## src/rtl/ex_muldiv.sv

```systemverilog
// RV32M execute unit: iterative shift-add multiply and restoring divide, one bit per cycle.
// Stalls the pipeline through hold_flag_o while iterating; one-cycle write-back strobe in DONE.
module ex_muldiv #(
  parameter int XLEN  = 32,
  parameter int CNT_W = $clog2(XLEN) + 1
) (
  input  logic            clk,
  input  logic            rst_n,
  input  logic            start_i,
  input  logic [2:0]      op_i,
  input  logic [XLEN-1:0] op1_i,
  input  logic [XLEN-1:0] op2_i,
  input  logic [4:0]      rd_addr_i,
  input  logic            flush_i,
  output logic [XLEN-1:0] rd_data_o,
  output logic [4:0]      rd_addr_o,
  output logic            rd_wen_o,
  output logic            busy_o,
  output logic            hold_flag_o
);

  typedef enum logic [1:0] {IDLE, CALC, CORR, DONE} state_e;

  localparam logic [2:0] OP_MUL    = 3'd0;
  localparam logic [2:0] OP_MULH   = 3'd1;
  localparam logic [2:0] OP_MULHSU = 3'd2;
  localparam logic [2:0] OP_MULHU  = 3'd3;
  localparam logic [2:0] OP_DIV    = 3'd4;
  localparam logic [2:0] OP_DIVU   = 3'd5;
  localparam logic [2:0] OP_REM    = 3'd6;
  localparam logic [2:0] OP_REMU   = 3'd7;

  localparam logic [XLEN-1:0] INT_MIN = {1'b1, {(XLEN-1){1'b0}}};

  state_e              state_q, state_d;
  logic [CNT_W-1:0]    cnt_q, cnt_d;
  logic [2:0]          op_q, op_d;
  logic                neg1_q, neg1_d;
  logic                neg2_q, neg2_d;
  logic [XLEN-1:0]     b_q, b_d;
  logic [2*XLEN-1:0]   acc_q, acc_d;
  logic [XLEN-1:0]     rd_data_q, rd_data_d;
  logic [4:0]          rd_addr_q, rd_addr_d;

  logic                sgn1, sgn2, neg1, neg2;
  logic [XLEN-1:0]     abs1, abs2;
  logic                div_zero, div_ovf, special;
  logic [XLEN-1:0]     special_res;

  logic [XLEN:0]       mul_sum, rem_shift, div_diff;

  logic                sign_diff;
  logic [2*XLEN-1:0]   prod_fix;
  logic [XLEN-1:0]     quo_fix, rem_fix, result;

  always_comb begin
    sgn1 = (op_i == OP_MULH) || (op_i == OP_MULHSU) || (op_i == OP_DIV) || (op_i == OP_REM);
    sgn2 = (op_i == OP_MULH) || (op_i == OP_DIV) || (op_i == OP_REM);
    neg1 = sgn1 && op1_i[XLEN-1];
    neg2 = sgn2 && op2_i[XLEN-1];
    abs1 = neg1 ? -op1_i : op1_i;
    abs2 = neg2 ? -op2_i : op2_i;
    div_zero = op_i[2] && (op2_i == '0);
    div_ovf  = ((op_i == OP_DIV) || (op_i == OP_REM)) && (op1_i == INT_MIN) && (op2_i == '1);
    special  = div_zero || div_ovf;
    special_res = '0;
    // op_i[1] distinguishes REM/REMU from DIV/DIVU
    if (div_zero) begin
      special_res = op_i[1] ? op1_i : '1;
    end else if (div_ovf) begin
      special_res = op_i[1] ? '0 : op1_i;
    end
  end

  // acc_q holds {partial product, multiplier} or {remainder, dividend/quotient}
  always_comb begin
    mul_sum   = {1'b0, acc_q[2*XLEN-1:XLEN]} + (acc_q[0] ? {1'b0, b_q} : '0);
    rem_shift = {acc_q[2*XLEN-1:XLEN], acc_q[XLEN-1]};
    div_diff  = rem_shift - {1'b0, b_q};
  end

  always_comb begin
    sign_diff = neg1_q ^ neg2_q;
    prod_fix  = sign_diff ? -acc_q : acc_q;
    quo_fix   = sign_diff ? -acc_q[XLEN-1:0] : acc_q[XLEN-1:0];
    rem_fix   = neg1_q ? -acc_q[2*XLEN-1:XLEN] : acc_q[2*XLEN-1:XLEN];
    case (op_q)
      OP_MUL:                       result = prod_fix[XLEN-1:0];
      OP_MULH, OP_MULHSU, OP_MULHU: result = prod_fix[2*XLEN-1:XLEN];
      OP_DIV, OP_DIVU:              result = quo_fix;
      default:                      result = rem_fix;
    endcase
  end

  always_comb begin
    state_d   = state_q;
    cnt_d     = cnt_q;
    op_d      = op_q;
    neg1_d    = neg1_q;
    neg2_d    = neg2_q;
    b_d       = b_q;
    acc_d     = acc_q;
    rd_data_d = rd_data_q;
    rd_addr_d = rd_addr_q;

    if (flush_i) begin
      state_d = IDLE;
    end else begin
      case (state_q)
        CALC: begin
          if (op_q[2]) begin
            if (!div_diff[XLEN]) begin
              acc_d = {div_diff[XLEN-1:0], acc_q[XLEN-2:0], 1'b1};
            end else begin
              acc_d = {rem_shift[XLEN-1:0], acc_q[XLEN-2:0], 1'b0};
            end
          end else begin
            acc_d = {mul_sum, acc_q[XLEN-1:1]};
          end
          cnt_d = cnt_q + CNT_W'(1);
          if (cnt_q == CNT_W'(XLEN - 1)) begin
            state_d = CORR;
          end
        end
        CORR: begin
          rd_data_d = result;
          state_d   = DONE;
        end
        default: begin
          if (state_q == DONE) begin
            state_d = IDLE;
          end
          // IDLE and DONE accept a new operation under identical rules
          if (start_i) begin
            op_d      = op_i;
            rd_addr_d = rd_addr_i;
            neg1_d    = neg1;
            neg2_d    = neg2;
            b_d       = abs2;
            acc_d     = {{XLEN{1'b0}}, abs1};
            cnt_d     = '0;
            if (special) begin
              rd_data_d = special_res;
              state_d   = DONE;
            end else begin
              state_d = CALC;
            end
          end
        end
      endcase
    end
  end

  always_ff @(posedge clk or negedge rst_n) begin
    if (!rst_n) begin
      state_q   <= IDLE;
      cnt_q     <= '0;
      op_q      <= '0;
      neg1_q    <= 1'b0;
      neg2_q    <= 1'b0;
      b_q       <= '0;
      acc_q     <= '0;
      rd_data_q <= '0;
      rd_addr_q <= '0;
    end else begin
      state_q   <= state_d;
      cnt_q     <= cnt_d;
      op_q      <= op_d;
      neg1_q    <= neg1_d;
      neg2_q    <= neg2_d;
      b_q       <= b_d;
      acc_q     <= acc_d;
      rd_data_q <= rd_data_d;
      rd_addr_q <= rd_addr_d;
    end
  end

  assign rd_data_o   = rd_data_q;
  assign rd_addr_o   = rd_addr_q;
  assign rd_wen_o    = (state_q == DONE) && !flush_i;
  assign busy_o      = (state_q != IDLE);
  assign hold_flag_o = !flush_i &&
                       (((state_q == IDLE) && start_i) || (state_q == CALC) || (state_q == CORR));

endmodule

```

## config.mk

```make
export PLATFORM = sky130hd
export DESIGN_NAME = ex_muldiv
export DESIGN_NICKNAME = d
export VERILOG_FILES = /design/src/rtl/ex_muldiv.sv
export SDC_FILE = /design/constraint.sdc
export NUM_CORES = 1
export LEC_CHECK = 0
export BUFFER_PORTS_ARGS = -buffer_cell sky130_fd_sc_hd__buf_2
export CAP_MARGIN = 0
export CORE_ASPECT_RATIO = 2
export CORE_MARGIN = 8
export CORE_UTILIZATION = 45
export CTS_CLUSTER_DIAMETER = 50
export DETAILED_ROUTE_END_ITERATION = 10
export PLACE_DENSITY = 0.68
export SLEW_MARGIN = 20
export SYNTH_ARGS = -nofsm -noshare
export SYNTH_HDL_FRONTEND = slang
export SYNTH_SLANG_ARGS = --single-unit
```

## constraint.sdc

```tcl
create_clock -name clk -period 6.7 [get_ports clk]
set_clock_uncertainty 0.1 [all_clocks]
set_input_delay 1.34 -clock clk [delete_from_list [all_inputs] [get_ports clk]]
set_output_delay 1.34 -clock clk [all_outputs]
set_load 0.03 [all_outputs]
```

# Yosys cells after proc, flatten, opt, wreduce, memory -nomap -nowiden
# Cells that the tools add are included.
# Widths: inputs -> output; s select.
[totals]
reg_bits = 146
in_bits = 76
output_inout_bits = 40
word_cells = 97
[op_classes]
n_addsub = 8
n_eq_ne = 16
mux = 26
bitwise = 5
n_reduce_logical = 33
[op_table]
columns = ["operator", "count"]
rows = [
  ["$mux 32", 11],
  ["$mux 64", 4],
  ["$neg 32->32", 4],
  ["$pmux 64 s2", 1],
  ["$pmux 32 s3", 1],
  ["$eq 32x32->1 const B", 2],
  ["$neg 64->64", 1],
  ["$pmux 32 s2", 1],
  ["$add 32x32->33", 1],
  ["$sub 33x32->33", 1],
  ["$logic_not 32->1", 1],
  ["$eq 3x3->1 const B", 4],
  ["$pmux 6 s2", 1],
  ["$mux 2", 5],
  ["$eq 3x2->1 const B", 3],
  ["$logic_or 1x1->1", 9],
  ["$logic_and 1x1->1", 8],
  ["$reduce_bool 2->1", 4],
  ["$add 6x1->6 const B", 1],
  ["$eq 3x1->1 const B", 2],
  ["$eq 6x5->1 const B", 1],
  ["$mux 6", 1],
  ["$reduce_and 3->1", 2],
  ["$reduce_bool 5->1", 1],
  ["other kinds (13)", 18],
]

# Logic depth before layout (Yosys ltp)
[logic_depth]
ltp_word = 9
mapped_depth = 15
depth_no_buf = 14

# Worst setup path after synthesis
# Ideal clock, no wire load.
[synth_timing]
path_type = "input port to flip-flop"
startpoint = "input op1_i[23]"
endpoint = "register rd_data_q[1], in the netlist rd_data_o[1]"
setup_ps = 134
t_arrival_ps = 3437
required_time_ps = 6466
slack_ps = 3029
stages = 9
path_buffers = 1
cell_sequence = "or3_1 -> or3_1 -> or3_1 -> or3_4 -> a21boi_4 -> o21ai_4 -> buf_6 -> a211oi_1 -> nor3_1"
[synth_between]
elab_chain_len = 8
elab_cells_between_ends = 11
cone_classes = "eq/ne: 1; mux: 5; reduce/logical: 5"
[synth_rtl]
columns = ["element", "line_no", "text"]
rows = [
  ["start, declared", "11", "input logic [XLEN-1:0] op1_i,"],
  ["$eq 32x32->1 (*)", "64", "div_ovf = ((op_i == OP_DIV) || (op_i == OP_REM)) && (op1_i == INT_MIN) && (op2_i == '1);"],
  ["$logic_and 1x1->1 (*) (2 in a row)", "64", ""],
  ["$mux 32", "70", "end else if (div_ovf) begin"],
  ["$mux 32", "68", "if (div_zero) begin"],
  ["$mux 32", "142", "if (special) begin"],
  ["$mux 32", "134", "if (start_i) begin"],
  ["$pmux 32 s2", "109", "case (state_q)"],
  ["end signal, assigned", "173", "rd_data_q <= rd_data_d;"],
  ["end, declared", "42", "logic [XLEN-1:0] rd_data_q, rd_data_d;"],
]
# Mark *: on every way between the ends. The rest lies on a longest branch, timed or not. The select of a mux whose other input is x is not followed.
# A chain may end at the register's enable or synchronous reset.

# Final worst setup path
[layout_timing]
startpoint = "input op2_i[22]"
endpoint = "register rd_data_q[7], in the netlist rd_data_o[7]"
[layout_between]
elab_chain_len = 7
elab_cells_between_ends = 12
cone_classes = "eq/ne: 1; mux: 5; reduce/logical: 6"
[layout_rtl]
columns = ["element", "line_no", "text"]
rows = [
  ["start, declared", "12", "input logic [XLEN-1:0] op2_i,"],
  ["$eq 32x32->1", "64", ""],
  ["$logic_and 1x1->1", "64", ""],
  ["$mux 32", "70", ""],
  ["$mux 32", "68", ""],
  ["$mux 32", "142", ""],
  ["$mux 32", "134", ""],
  ["$pmux 32 s2", "109", ""],
]
# Parallel ways exist; a longest one is shown, timed or not. The select of a mux whose other input is x is not followed.

==> results_dict.tcl <==
set metrics [dict create \
    max_freq_mhz 197.4 \
    grt_max_degree 75 \
    htreeDepth 4 \
    drtIter0Drc 1085 \
    end_kind "flop" \
    final_cell_mix "nand2_1 (233), o21ai_0 (189), nor2_1 (156)" \
    syn_nets 2031 \
    worst_ep_required_time_ns 6.96 \
    syn2layout_area_growth_pct 9.649 \
    final_max_slew_viol_count 0 \
    crit_type "in -> reg" \
    clk_pin_slew_ns 0.07 \
    gp_congestion 0.9634 \
    die-area_um2 38470 \
    ir_drop_v 0.0004285 \
    min_path_type "reg -> reg" \
    hold_viol 0 \
    io_pins 116 \
    cts_buffer_depth 2 \
    nets 2060 \
    grt_pass1_wl_um 77240 \
    p_per_area_nw_per_um2 554.9 \
    ys_ff_latch 146 \
    die_h_um 269.5 \
    syn-cell-area_um2 14460 \
    overflow 0 \
    mostFrequentLayoutCell "nand2_1" \
    critPathLaunchType "input port" \
    max_cap_violations 0 \
    rsz0062_at_grt "false" \
    row_count 93 \
    final_cell_area_um2 15850 \
    grt_antenna_before_repair 0 \
    syn_area_per_cell_um2 7.694 \
    ys.flop_type "dfrtp_1" \
    io_buffer_count 115 \
    tightestPinTransition_ns 1.121 \
    synthArstFlopShare 1.000 \
    postCtsResizedCells 0 \
    core_um2 31880 \
    crit-reg2reg-launch "acc_q[0]" \
    cts.root.buffer_cell "clkbuf_16" \
    start_util 0.4535 \
    routed_wl_um 48340 \
    ant_nets 0 \
    cts_setup_buffers 0 \
    place_area_um2 15210 \
    die_x_um 142.7 \
    hold_depth 2 \
    synth_edf_count 0 \
    cts.sinks 146 \
    place_hpwl_um 36750 \
    hp-start "rd_addr_o[2]" \
    worstPathArrival_ns 5.32 \
    finalCritPeriodShare 0.7561 \
    cp_top_family "simple AND/OR/NAND/NOR gates" \
    vias 14170 \
    fin_tns_setup_ns 0 \
    slew_headroom 0.2528 \
    cp_max_fo 24 \
    antennaDiodeCount 0 \
    worstPathCellList "buf_2 > nand4_1 > nor4_2 > nand4_1 > or3_4 > o21ai_2 > and2_1 > o21ai_0 > o221ai_1" \
    ff2ff_path_depth 13 \
    synthCells 1879 \
    reg2reg_to "acc_q[62]" \
    setup_slack_ns 1.634 \
    routedWlPerCell_um 20.60 \
    hold_end "rd_addr_o[2]" \
    yosys_warnings 0 \
    slowest_delay_ns 0.86 \
    slowest_stage "o21ai_2" \
    synthDistinctLibCells 90 \
    grt.total_usage 0.2553 \
    first_pass_iters 5 \
    grt_pass1_vias 14080 \
    post-route-min-period_ns 5.066 \
    drive_above_1_share 0.1172 \
    cts_made_buffers 17 \
    hold_buffers 0 \
    finalSetupViolations 0 \
    nFillCells 3201 \
    cts_tree "built" \
    clock_latency_ns 0.46 \
    critPathMostFrequentCell "nand4_1" \
    viasPerCell 6.038 \
    yosysSeqAreaShare 0.2527 \
    pre_cts_ws_ns 1.264 \
    rrSetupSlack_ns 2.31 \
    cp_num_buf_inv 1 \
    drc_errors 0 \
    leakage_nw 6.923 \
    status "finished clean" \
]
cells by family after synthesis:
family | Yosys count | synth area share
xor+xnor | 191 | 0.1157
mux | 61 | 0.04241
simple gates | 614 | 0.2021
flops | 146 | 0.2527
buf+inv | 184 | 0.05279
fa+ha+maj | 76 | 0.06681
compound gates | 607 | 0.2675
per-stage QoR:
stage,std cells,power (mW),utilization,hold WS (ns)
3_5_place_dp,2316,7.644,0.4771,0.3644
3_3_place_gp,2316,7.599,0.4769,0.3566
2_1_floorplan,1879,6.174,-,0.3498
6_report,2347,8.797,0.4972,0.3801
4_1_cts,2347,8.752,0.4971,0.3825
5_1_grt,2347,9.521,0.4972,0.3964
synth_stat cells (5+ instances only):
cell type | instances | share of area
buf_2 | 6 | 0.0021
nand2b_1 | 26 | 0.011
and2_1 | 15 | 0.0065
o221ai_1 | 31 | 0.019
a211oi_1 | 21 | 0.011
a22oi_1 | 18 | 0.0093
ha_1 | 74 | 0.064
xnor2_1 | 106 | 0.064
clkbuf_1 | 99 | 0.026
nand2_1 | 235 | 0.061
or4_1 | 5 | 0.0026
o31ai_2 | 14 | 0.012
nor3_1 | 27 | 0.0093
mux2i_1 | 59 | 0.041
buf_4 | 9 | 0.0047
a221oi_1 | 5 | 0.0030
o31ai_1 | 24 | 0.012
o21ai_0 | 190 | 0.066
xor2_1 | 85 | 0.051
dfrtp_1 | 146 | 0.25
or3_1 | 17 | 0.0074
a21oi_1 | 144 | 0.050
o41ai_1 | 9 | 0.0055
o211ai_1 | 14 | 0.0073
inv_1 | 61 | 0.016
nor4_1 | 23 | 0.010
nor2_1 | 158 | 0.041
and3_1 | 10 | 0.0043
a222oi_1 | 5 | 0.0035
nor2b_1 | 17 | 0.0074
o21bai_1 | 8 | 0.0042
o21a_1 | 7 | 0.0036
nand4_1 | 23 | 0.010
o21ai_1 | 24 | 0.0083
nand3_1 | 21 | 0.0073
a31oi_1 | 21 | 0.0091
a21o_1 | 31 | 0.016
power breakdown:
group	internal, mW	switching, mW
registers	1.26	0.632
logic	2.25	3.60
clock network	0.659	0.402
total	4.17	4.63
sequential cells by signal, summed over array words and instances, names as in the netlist:
register / flops
b_q: 32
op_q: 3
rd_addr_o: 5
neg1_q: 1
rd_data_o: 32
neg2_q: 1
state_q: 2
cnt_q: 6
acc_q: 64
worst register-to-register path, cell delays in order (launching register included):
cell,delay (ns)
dfrtp_1,0.52
inv_1,0.78
nor2_1,0.13
ha_1,0.38
a21o_1,0.19
a21oi_1,0.21
a32oi_1,0.20
a31oi_1,0.45
a211oi_1,0.21
o21ai_0,0.24
a21oi_1,0.11
o41ai_1,0.33
xnor2_1,0.11
a221o_1,0.32
final cells by class:
class                   count  area [um^2]  share of cell area
clock buffers              22        484.2             0.03054
clock inverters             9        153.9            0.009708
inverters                  61        229.0             0.01444
multi-input cells        1549        10080              0.6358
flip-flops and latches    146         3655              0.2305
well taps                 427        534.3             0.03370
repair buffers            133        716.9             0.04522
worst max path at each step:
stage | from | endpoint | slack [ns] | cells after the start
finish | op2_i[22] | rd_data_o[7] | 1.63 | 9
floorplan | op1_i[23] | rd_data_o[1] | 3.03 | 9
detailed placement | op2_i[22] | rd_data_o[19] | 1.26 | 9
CTS | op2_i[22] | rd_data_o[19] | 1.72 | 9
global route | op2_i[22] | rd_data_o[7] | 1.62 | 9
global placement | op2_i[22] | rd_data_o[19] | 0.71 | 9
layer usage:
layer  vias up  track usage  wire length (um)
met2       479       0.4300             23930
met3       144      0.03735              2352
met4         0       0.1764              3470
met5         -            0                 0
met1      6728       0.2894             18600
li1       6821            -                 -
(Power assumes the default switching activity.)
